--- src/rtl/rr_arbiter8x16.sv ---
// Round-robin arbiter: eight WIDTH-bit requesters share one registered output with valid/ready.
// Define RR_ARB_BURST_LOCK_EN to add the lock input for burst ownership of the channel.
module rr_arbiter8x16 #(
  parameter int WIDTH = 16,
  parameter int CNT_W = 16
) (
  input  logic             clk,
  input  logic             reset,
  input  logic [7:0]       req,
`ifdef RR_ARB_BURST_LOCK_EN
  input  logic [7:0]       lock,
`endif
  input  logic [WIDTH-1:0] a,
  input  logic [WIDTH-1:0] b,
  input  logic [WIDTH-1:0] c,
  input  logic [WIDTH-1:0] d,
  input  logic [WIDTH-1:0] e,
  input  logic [WIDTH-1:0] f,
  input  logic [WIDTH-1:0] g,
  input  logic [WIDTH-1:0] h,
  output logic [7:0]       gnt,
  output logic [WIDTH-1:0] y,
  output logic             out_valid,
  input  logic             out_ready,
  output logic [2:0]       sel,
  output logic [CNT_W-1:0] xfer_count
);

  // state | meaning
  // EMPTY | y holds no word for the sink
  // FULL  | y holds a word waiting for out_ready
  typedef enum logic {EMPTY, FULL} ostate_t;

  ostate_t          state_q, state_d;
  logic [2:0]       ptr_q, ptr_d;
  logic [2:0]       winner, idx;
  logic             found, load, hs;
  logic [7:0]       eff_req;
  logic [WIDTH-1:0] din [8];

  assign din[0] = a;
  assign din[1] = b;
  assign din[2] = c;
  assign din[3] = d;
  assign din[4] = e;
  assign din[5] = f;
  assign din[6] = g;
  assign din[7] = h;

`ifdef RR_ARB_BURST_LOCK_EN
  logic       locked_q, locked_d;
  logic [2:0] owner_q, owner_d;
  // While locked only the owner competes; everyone else waits.
  assign eff_req = locked_q ? (req & (8'd1 << owner_q)) : req;
`else
  assign eff_req = req;
`endif

  assign out_valid = (state_q == FULL);
  assign hs        = out_valid & out_ready;
  assign load      = (!out_valid | out_ready) & (|eff_req);
  assign gnt       = (load && !reset) ? (8'd1 << winner) : 8'd0;

  always_comb begin
    winner = ptr_q;
    found  = 1'b0;
    idx    = '0;
    for (int i = 0; i < 8; i++) begin
      idx = ptr_q + 3'(i);
      if (!found && eff_req[idx]) begin
        winner = idx;
        found  = 1'b1;
      end
    end
  end

  always_comb begin
    state_d = state_q;
    ptr_d   = ptr_q;
`ifdef RR_ARB_BURST_LOCK_EN
    locked_d = locked_q;
    owner_d  = owner_q;
`endif
    if (load) begin
      state_d = FULL;
`ifdef RR_ARB_BURST_LOCK_EN
      if (lock[winner]) begin
        locked_d = 1'b1;
        owner_d  = winner;
      end else begin
        locked_d = 1'b0;
        ptr_d    = winner + 3'd1;
      end
`else
      ptr_d = winner + 3'd1;
`endif
    end else begin
      if (hs) state_d = EMPTY;
`ifdef RR_ARB_BURST_LOCK_EN
      // Owner dropped its request: release the channel and move past it.
      if (locked_q && !req[owner_q]) begin
        locked_d = 1'b0;
        ptr_d    = owner_q + 3'd1;
      end
`endif
    end
  end

  always_ff @(posedge clk or posedge reset) begin
    if (reset) begin
      state_q    <= EMPTY;
      ptr_q      <= '0;
      y          <= '0;
      sel        <= '0;
      xfer_count <= '0;
`ifdef RR_ARB_BURST_LOCK_EN
      locked_q   <= 1'b0;
      owner_q    <= '0;
`endif
    end else begin
      state_q <= state_d;
      ptr_q   <= ptr_d;
`ifdef RR_ARB_BURST_LOCK_EN
      locked_q <= locked_d;
      owner_q  <= owner_d;
`endif
      if (load) begin
        y   <= din[winner];
        sel <= winner;
      end
      if (hs) xfer_count <= xfer_count + CNT_W'(1);
    end
  end

endmodule

--- config.mk ---
export PLATFORM = sky130hd
export DESIGN_NAME = rr_arbiter8x16
export DESIGN_NICKNAME = d
export VERILOG_FILES = /design/src/rtl/rr_arbiter8x16.sv
export SDC_FILE = /design/constraint.sdc
export NUM_CORES = 1
export LEC_CHECK = 0
export BUFFER_PORTS_ARGS = -buffer_cell sky130_fd_sc_hd__buf_2
export CAP_MARGIN = 20
export CORE_UTILIZATION = 26
export CTS_CLUSTER_SIZE = 28
export DETAILED_ROUTE_END_ITERATION = 12
export PLACE_DENSITY_LB_ADDON = 0.1
export SYNTH_ARGS = -nofsm -noshare
export SYNTH_HDL_FRONTEND = slang
export SYNTH_SLANG_ARGS = --single-unit
--- constraint.sdc ---
create_clock -name clk -period 5.4 [get_ports clk]
set_input_delay 0 -clock clk [delete_from_list [all_inputs] [get_ports clk]]
set_output_delay 0 -clock clk [all_outputs]
set_load 0.1 [all_outputs]
# After elaboration in Yosys (flattened, before gate mapping)

Cells that the tools add are included.

Register bits: 39
Latch bits: 0
RAM bits: 0
Memory bits (read-only): 0
Bits of input ports: 139
Output and inout bits: 44
Logic and storage cells: 83
Memories: 0

$add $sub $neg: 9
Multipliers: 0
Divide/modulo/power cells: 0
Order comparisons: 9
Eq/ne operators: 0
Shift operators: 1
Muxes and demuxes: 36
Bitwise operators: 4
Reductions and logical operators: 19

Operator list:

| cell                                                                 | number |
|---|---|
| 16-bit binary-select mux with 3-bit select                           | 1 |
| 3-bit by 4-bit < comparator with 1-bit output, second input constant | 8 |
| 16-bit 2-to-1 mux                                                    | 2 |
| 1-bit binary-select mux with 3-bit select                            | 8 |
| 3-bit 2-to-1 mux                                                     | 7 |
| 1-bit 2-to-1 mux                                                     | 17 |
| 16-bit by 1-bit adder with 16-bit output, second input constant      | 1 |
| 3-bit adder, second input constant                                   | 4 |
| 1-bit zero test                                                      | 9 |
| 1-bit logical AND                                                    | 8 |
| 8-bit 2-to-1 mux                                                     | 1 |
| 8-bit OR reduction                                                   | 1 |
| 1-bit by 3-bit left shift with 8-bit output, first input constant    | 1 |
| 3-bit by 1-bit adder with 3-bit output, second input constant        | 2 |
| 3-bit by 2-bit adder with 3-bit output, second input constant        | 2 |
| 4-bit greater-or-equal comparator, second input constant             | 1 |
| 3-bit NOT with 4-bit output                                          | 1 |
| 1-bit bitwise AND                                                    | 2 |
| 2-bit nonzero test                                                   | 1 |
| 1-bit bitwise OR                                                     | 1 |

# Longest topological paths before layout

Depth in word-level cells: 28
Gate-level depth with buffers: 15
Depth with buffers taken out: 11

# Worst setup path after synthesis

OpenSTA, ideal clock, no wires.

Path kind: register to output
Start point: reg ptr_q[1]
End point: out gnt[3]
Arrival time: 6.084 ns
Required time: 5.400 ns
Setup slack: -0.684 ns
Stages on the path, launching flop included: 14
Buffers on the path: 4
Cells stage by stage: dfrtp_1 -> buf_2 -> clkinv_1 -> ha_1 -> buf_4 -> mux4_2 -> mux2i_4 -> a22oi_2 -> o211a_1 -> nor3_1 -> o22ai_2 -> buf_2 -> buf_4 -> nor4_1

Word-level cells in the longest chain between the ends: 26
Elaborated cells between the ends (all ways): 53
Classes of those cells: 7 x add/sub; 1 x shift; 31 x mux; 14 x reduce/logical

Ends and longest elaborated chain:

| what                                                                            | RTL line | source |
|---|---|---|
| start, declared                                                                 | 35       | `logic [2:0] ptr_q, ptr_d;` |
| start signal, assigned                                                          | 122      | `ptr_q <= ptr_d;` |
| branches (longest 23 deep; another with 3-bit by 1-bit adder with 3-bit output) | n/a      |  |
| 3-bit 2-to-1 mux (*)                                                            | 70       | `if (!found && eff_req[idx]) begin` |
| 1-bit by 3-bit left shift with 8-bit output (*)                                 | 62       | `assign gnt = (load && !reset) ? (8'd1 << winner) : 8'd0;` |
| 8-bit 2-to-1 mux (*)                                                            | 62       |  |
| end, declared                                                                   | 21       | `output logic [7:0] gnt,` |

Mark *: on every way between the ends. The select of a mux whose other input is x is not followed.

# Worst setup path in the final report

Start point: reg ptr_q[1]
End point: out gnt[7]

Same word-level chain as after synthesis.

==> reports/metrics.cfg <==
[outcome]
status=complete, no violations

[placed_design]
placed_area_um2=4640
io_buffers=182
gp_congestion=0.851
hpwl_um=8560
dp.cells=646

[critical_path]
crit_start=ptr_q[1]
slowest_stage=ha_1
required_ps=5400
path_class=reg2out
cp_max_fo=42
end_kind=output port
crit_top_cell=ha_1
ff2ff_path_depth=12
cp-start-kind=flip-flop
cp_top_family=buffers and inverters
critical_path_buf_inv_count=3
critPathArrivalTime_ps=5020
reg2reg_from=ptr_q[1]
path_cells=clkinv_1 -> ha_1 -> mux4_2 -> mux2i_4 -> nor3_1 -> o21a_1 -> a2111o_1 -> o22ai_4 -> buf_4 -> nor2_1 -> ha_1 -> and3_1 -> buf_2
path_depth=13
max_stage_delay_ps=670

[clock_network]
numClockSinks=39
clock_latency_ps=290
htreeDepth=2
cts_tree=built
postCtsSetupBuffers=0
numCtsBuffers=5
clkTransAtPathRegs_ps=60
cts_max_path_buffers=2
cts_resized=0
cts-root-buf=clkbuf_16

[logic_synthesis]
syn-num-nets=443
synth-seq-cells=39
yosysSeqAreaShare_pct=27.6
yosysWarningCount=0
synth_edf_count=0
synth_area_um2=3540
yosysUniqueCellTypes=56
syn_avg_cell_area_um2=11.8
synthCells=300
synthFlopType=dfrtp_1
synthArstFlopShare_pct=100

[detailed_routing]
via_per_inst=4.99
drc=0
drt_wl_total_um=10900
drt-pass1-iter-count=4
via_count=3279
drt_iter0_drc=143
routedWlPerCell_um=16.6
drtAntennaViolNets=0

[sta]
max_slew_margin_pct=63.0
rsz0062_at_grt=false
max_clock_freq_mhz=199
slew_viol_final=0
fin_crit_ps=5020
hold_violations=0
fin_crit_sh_pct=93.0
setup_violations=0
finClkSkew_ps=5.51
worst_pin_slew_ps=550
setup_tns_ps=0

[cells_and_area]
nNetsFinal=622
final_cell_area_um2=4830
nFillCells=1390
multi_input_area_um2=2430
area.sequential_um2=976
area_delta_synth_final_pct=36.3
finalNonFillerCells=657
drive_gt1_share_pct=51.9

[die]
chipWidth_um=119
start_util_pct=26.7
core-area_um2=13200
die-area_um2=14100
die_h_um=119
ios=183
fp-row-count=42

[flow_run]
maxCapViolCount=0

[global_routing]
grt_usage_pct=15.8
grt_pass1_vias=3258
grt-ovfl-total=0
grt_max_degree=43
grt_pass1_wl_um=17300
antenna_found_initial=1

[hold_path]
hold_path_class=in2reg
hold_depth=4
min_from=req[0]

layout by cell type, fill, tap and decap left out, types with 3 or more instances in the layout:
cell / count
buf_2: 182
dfrtp_1: 39
nor2_1: 30
mux4_2: 28
mux2i_1: 25
a21oi_1: 20
xnor2_1: 15
mux4_1: 14
inv_1: 10
nand2_1: 9
buf_4: 8
and3_1: 7
mux2_2: 7
nand3_1: 6
nand4_1: 5
nor3_1: 5
xor2_1: 5
clkbuf_16: 5
ha_1: 4
a31oi_1: 3
o21ai_0: 3
state kept, by name (all words and copies together) (netlist names):
register    count
out_valid       1
y              16
sel             3
ptr_q           3
xfer_count     16
cell type report:
class	count	share of cell area (%)
multi-input cells	229	50.2
repair buffers	192	20.5
flip-flops and latches	39	20.2
well taps	176	4.56
clock buffers	5	2.59
inverters	12	0.933
clock inverters	3	0.907
diodes	1	0.0518
logic make-up after synthesis:
family / after synthesis / synth area share (%)
AO/OA/AOI/OAI: 46 / 8.83
XOR/XNOR: 21 / 5.40
adder cells (fa/ha/maj): 4 / 1.41
buffers and inverters: 32 / 5.26
flip-flops: 39 / 27.6
multiplexers: 78 / 39.6
AND/OR/NAND/NOR: 80 / 12.0
cell usage after synthesis, types with 3 or more instances:
cell type / instances / area share, %
o21ai_0: 3 / 0.42
clkbuf_1: 6 / 0.64
nor2_1: 30 / 3.2
xor2_1: 5 / 1.2
nor3_1: 5 / 0.71
inv_1: 11 / 1.2
a31oi_1: 3 / 0.53
nand3_1: 6 / 0.85
a21oi_1: 21 / 3.0
and3_1: 7 / 1.2
nor3b_1: 3 / 0.64
dfrtp_1: 39 / 28
nand2_1: 9 / 0.95
xnor2_1: 15 / 3.7
buf_4: 3 / 0.64
mux4_1: 14 / 10
buf_2: 6 / 0.85
mux2_2: 7 / 2.2
nand4_1: 5 / 0.88
mux4_2: 28 / 18
mux2i_1: 25 / 7.1
ha_1: 4 / 1.4
final timing paths:
kind	end	slack (ps)
max	gnt[7]	380
min	out_valid	210
max reg2reg	y[9]	590
min reg2reg	xfer_count[15]	470
max in group asynchronous	y[9]	4630
min in group asynchronous	y[5]	400
routing by layer:
metal	wire (um)	GRT usage, %
met1	4200	18.4
met2	5860	28.7
met3	687	3.62
met4	177	4.67
met5	0	0
worst reg2reg max path: stages (launching register included):
cell and delay, ps:
dfrtp_1 660, clkinv_1 380, ha_1 670, mux4_2 660
mux2i_4 250, o32a_1 240, o21ai_0 130, a21oi_2 300
xnor2_4 150, buf_4 370, mux4_1 620, mux2i_1 160
a21oi_1 80
timing repair:
action                                  CTS  global route
hold buffers                              2             0
endpoints found under the setup margin    0             0
hold endpoints to repair                 40             0
metrics by stage:
step	setup slack [ps]	utilization, %	hold slack (ps)
after floorplan	478	-	96.4
after global placement	673	35.0	176
after detailed placement	603	35.0	188
after CTS	365	36.5	204
after global routing	100	36.5	224
final	376	36.5	208
Power is left out: the tool's default activity adds up to more than one toggle a clock period on the data nets, which glitch-free logic cannot reach.
